### src/rtl/spike_rate_rx.sv
// Spike-line receiver: synchronizes spike_in, then reports spikes per window, inter-spike interval and a stall flag.
// state | meaning:  IDLE | measurement off, outputs held  ;  COUNT | back-to-back windows running
module spike_rate_rx #(
  parameter int CNT_W         = 16,
  parameter int WIN_W         = 16,
  parameter int STALL_WINDOWS = 4
) (
  input  logic             sysClk,
  input  logic             reset,
  input  logic             spike_in,
  input  logic             enable,
  input  logic [WIN_W-1:0] win_len,
  output logic [CNT_W-1:0] rate_out,
  output logic             rate_valid,
  output logic             overflow,
  output logic [WIN_W-1:0] isi_out,
  output logic             isi_valid,
  output logic             stalled
);

  typedef enum logic {IDLE, COUNT} state_t;

  localparam logic [CNT_W-1:0] CNT_MAX  = '1;
  localparam logic [WIN_W-1:0] WIN_MAX  = '1;
  localparam logic [7:0]       STALL_TH = 8'(STALL_WINDOWS);

  state_t           state, state_next;
  logic             s1, s2, s3, det;
  logic [WIN_W-1:0] win_ctr, isi_ctr, win_load;
  logic [CNT_W-1:0] spk_ctr, spk_sum;
  logic             sat_hit, sat_flag, isi_armed, active, win_close;
  logic [7:0]       empty_ctr, empty_next;

  assign det        = s2 & ~s3;
  assign win_load   = (win_len == '0) ? WIN_W'(1) : win_len;
  assign sat_hit    = det && (spk_ctr == CNT_MAX);
  assign spk_sum    = sat_hit ? CNT_MAX : spk_ctr + CNT_W'(det);
  assign active     = (state == COUNT) && enable;
  assign win_close  = active && (win_ctr == WIN_W'(1));
  assign empty_next = (empty_ctr == 8'hFF) ? empty_ctr : empty_ctr + 8'd1;

  always_ff @(posedge sysClk) begin
    if (reset) state <= IDLE;
    else       state <= state_next;
  end

  always_comb begin
    state_next = state;
    case (state)
      IDLE:    if (enable)  state_next = COUNT;
      COUNT:   if (!enable) state_next = IDLE;
      default: state_next = IDLE;
    endcase
  end

  always_ff @(posedge sysClk) begin
    if (reset) begin
      s1 <= 1'b0;
      s2 <= 1'b0;
      s3 <= 1'b0;
    end else begin
      s1 <= spike_in;
      s2 <= s1;
      s3 <= s2;
    end
  end

  always_ff @(posedge sysClk) begin
    if (reset) begin
      win_ctr    <= '0;
      spk_ctr    <= '0;
      sat_flag   <= 1'b0;
      isi_ctr    <= '0;
      isi_armed  <= 1'b0;
      empty_ctr  <= '0;
      rate_out   <= '0;
      rate_valid <= 1'b0;
      overflow   <= 1'b0;
      isi_out    <= '0;
      isi_valid  <= 1'b0;
      stalled    <= 1'b0;
    end else begin
      rate_valid <= 1'b0;
      isi_valid  <= 1'b0;
      if (state == IDLE) begin
        if (enable) begin
          win_ctr   <= win_load;
          spk_ctr   <= '0;
          sat_flag  <= 1'b0;
          isi_ctr   <= '0;
          isi_armed <= 1'b0;
        end
      end else if (active) begin
        // A det on the closing cycle is folded into the closing window via spk_sum.
        if (win_close) begin
          rate_out   <= spk_sum;
          overflow   <= sat_flag | sat_hit;
          rate_valid <= 1'b1;
          win_ctr    <= win_load;
          spk_ctr    <= '0;
          sat_flag   <= 1'b0;
        end else begin
          win_ctr  <= win_ctr - WIN_W'(1);
          spk_ctr  <= spk_sum;
          sat_flag <= sat_flag | sat_hit;
        end

        isi_ctr <= (isi_ctr == WIN_MAX) ? isi_ctr : isi_ctr + WIN_W'(1);
        if (det) begin
          if (isi_armed) begin
            isi_out   <= isi_ctr;
            isi_valid <= 1'b1;
          end
          isi_ctr   <= WIN_W'(1);
          isi_armed <= 1'b1;
          empty_ctr <= '0;
          stalled   <= 1'b0;
        end else if (win_close) begin
          if (spk_ctr == '0) begin
            empty_ctr <= empty_next;
            if (empty_next >= STALL_TH) stalled <= 1'b1;
          end else begin
            empty_ctr <= '0;
          end
        end
      end
    end
  end

endmodule

### config.mk
export PLATFORM = sky130hd
export DESIGN_NAME = spike_rate_rx
export DESIGN_NICKNAME = d
export VERILOG_FILES = /design/src/rtl/spike_rate_rx.sv
export SDC_FILE = /design/constraint.sdc
export NUM_CORES = 1
export LEC_CHECK = 0
export ABC_CLOCK_PERIOD_IN_PS = 2350
export CAP_MARGIN = 25
export CORE_UTILIZATION = 45
export CTS_BUF_LIST = sky130_fd_sc_hd__clkbuf_2 sky130_fd_sc_hd__clkbuf_4 sky130_fd_sc_hd__clkbuf_8
export CTS_CLUSTER_SIZE = 10
export DETAILED_ROUTE_END_ITERATION = 7
export GPL_TIMING_DRIVEN = 0
export PLACE_DENSITY = 0.76
export SYNTH_ARGS = -nofsm -noshare
export SYNTH_HDL_FRONTEND = slang
export SYNTH_SLANG_ARGS = --single-unit
### constraint.sdc
create_clock -name sysClk -period 2.35 [get_ports sysClk]
set_input_delay 0.47 -clock sysClk [delete_from_list [all_inputs] [get_ports sysClk]]
set_output_delay 0.47 -clock sysClk [all_outputs]
set_load 0.05 [all_outputs]
==> metrics.cfg <==
[run_status]
status = finished, final reports clean

[pwr]
switchingPower_mw = 0.869
powerDensity_nw_per_um2 = 544
power.total_mw = 3.21
switching_share_pct = 27.1
seq_power_share_pct = 53.9
p_int_mw = 2.34
pwr-share-comb_pct = 11.6
peakVddDrop_v = 0.000307
clkPwrFrac_pct = 34.5
leakagePower_nw = 1.95

[place]
post-dp-hpwl_mm = 10.3
numPortBuffers = 54
dpl_worst_slack_ns = -0.160
gp_congestion = 0.927
place_area_um2 = 5690
place_inst = 811

[min_path]
hold_path_class = register to register
worstHoldEndpoint = isi_out[14]
whs_path_depth = 2
min-delay-start = isi_out[14]

[setup_path]
reg2reg_depth = 6
r2r_start = win_ctr[7]
startpoint_type = register
startpoint = win_ctr[7]
crit_required_ns = 2.63
critPathMaxFanout = 10
reg2reg_to = win_ctr[5]
path_class = register to register
arrival_ns = 2.53
setup.worst_path.end_class = register
r2r_slack_ns = 0.10

[synth]
synth-main-ff-cell = dfxtp_1
synth_edf_count = 0
syn-mean-instance-area_um2 = 8.06
ys_seq_area_share_pct = 39.5
synth_area_um2 = 4970
ys_ff_latch = 98
async_reset_ff_share_pct = 0
synth-warning-count = 0
synth_cells = 617
ys_types = 74
synth_nets = 643

[sta]
worst_pin_slew_ns = 0.884
fin_crit_ns = 2.25
hold_violations = 0
drv_slew = 0
finalClockSkew_ns = 0.00541
finalSetupViolations = 0
setup_ws_ns = 0.101
fmax_mhz = 445
finalSetupTns_ns = 0
rsz0062_at_grt = no
hold_ws_ns = 0.458
finalCritPeriodShare_pct = 95.7
maxSlewHeadroom_pct = 40.2

[global_route]
grt_usage_pct = 25.7
grt_pass1_vias = 4669
grt_max_degree = 16
antenna_found_initial = 0
grt_pass1_wl_mm = 22.9
gr-total-overflow = 0

[final_layout]
stdcell_area_um2 = 5910
nNetsFinal = 710
diodes = 0
mostFrequentLayoutCells = dfxtp_1 (98), nand2_1 (83), a21oi_1 (67)
fin_cells = 829
layout-drive-gt1-share_pct = 9.14
syn_to_final_growth_pct = 18.8
utilization_pct = 54.7
final_common_cell = dfxtp_1

[route]
routed_wl_mm = 14.0
vias_per_cell = 6.00
wl_per_cell_um = 16.9
drc = 0
ant_nets = 0
first_pass_iters = 5
drtIter0Drc = 331
dr_total_vias = 4974

[die]
rows = 38
ios = 56
die-area_um2 = 11500
fp.coreArea_um2 = 10800
initial_core_util_pct = 46.1
die_w_um = 107
fp.dieH_um = 107

[clocking]
clock-sinks = 98
cts_max_path_buffers = 2
htree_levels = 3
clock-root-buffer = clkbuf_8
cts-buffers-inserted = 9
clk_pin_slew_ns = 0.09
holdBufCountCts = 0
clock_latency_ns = 0.38
cts_tree = done

[run]
maxCapViolCount = 0

-- area by class of cell --
type                       count  area [um^2]
tap                          140          175
multi-input combinational    469         2780
timing repair buffer          57          563
clock inverter                 5         55.1
clock buffer                  11          139
inverter                      12         45.0
fill                        1050         4890
buffer                        37          189
sequential                    98         1960
-- state kept, by name, indices dropped and copies added (netlist names) --
register / count
empty_ctr: 8
isi_armed: 1
isi_ctr: 16
isi_out: 16
isi_valid: 1
overflow: 1
rate_out: 16
rate_valid: 1
s1: 1
s2: 1
s3: 1
sat_flag: 1
spk_ctr: 16
stalled: 1
state: 1
win_ctr: 16
-- Yosys cell counts, drive strengths merged, types with 12 or more instances --
library cell | n | area (um^2)
nor2 | 55 | 206
dfxtp | 98 | 1960
nor3 | 17 | 96.4
buf | 19 | 120
o21ai | 46 | 249
a21oi | 68 | 352
nand4 | 15 | 93.8
clkbuf | 19 | 72.6
nand2 | 83 | 312
nor4 | 14 | 124
nand3 | 23 | 115
and3 | 12 | 75.1
xnor2 | 15 | 131
-- power by group through the flow --
stage	clock (mW)	combinational, mW	sequential, mW
after detailed placement	0	0.363	1.77
after global routing	1.19	0.403	1.74
after floorplan	0	0.242	1.76
after CTS	1.13	0.364	1.73
final	1.11	0.373	1.73
after global placement	0	0.355	1.77
-- how the worst max path moves through the flow --
stage,depth (start not counted),slack (ns),endpoint
after floorplan,8,0.25,win_ctr[10]
after global placement,4,-0.10,win_ctr[7]
after detailed placement,4,-0.16,win_ctr[7]
after CTS,7,0.1,spk_ctr[14]
after global routing,6,0.01,rate_out[8]
final,6,0.10,win_ctr[5]
-- repair_timing --
item | 4_1_cts | 5_1_grt
pin swaps | 0 | 2
resized for setup | 0 | 2
buffers inserted | 0 | 3
gates cloned | 0 | 0
endpoints found under the setup margin | 1 | 7
-- routing by layer --
layer / wire length [um] / share of wire [%] / global-route usage (%) / vias to the layer above
met5: 0 / 0 / 0 / -
met4: 438 / 3.1 / 14.5 / 0
met3: 1030 / 7.4 / 3.83 / 35
met2: 6630 / 47 / 43.4 / 218
met1: 5900 / 42 / 31.3 / 2331
li1: - / - / - / 2390
-- worst max-delay path: stages, from the launching register on --
cell and delay, ns:
dfxtp_1 0.40, nor4_4 0.37, nand3_1 0.34, o21ai_2 0.31
buf_2 0.27, nand2_1 0.17, o211a_1 0.28
-- cell families (layout without fill, tap and decap cells) --
family          Yosys count  in the layout  synth area share (%)
compound gates          174            174                  22.4
xor+xnor                 19             19                  3.35
mux                       5              5                  1.03
fa+ha+maj                 6              6                  1.51
buf+inv                  50            122                  4.78
flops                    98             98                  39.5
simple gates            265            265                  27.5
Note: power is estimated with default switching activity, not from simulation.
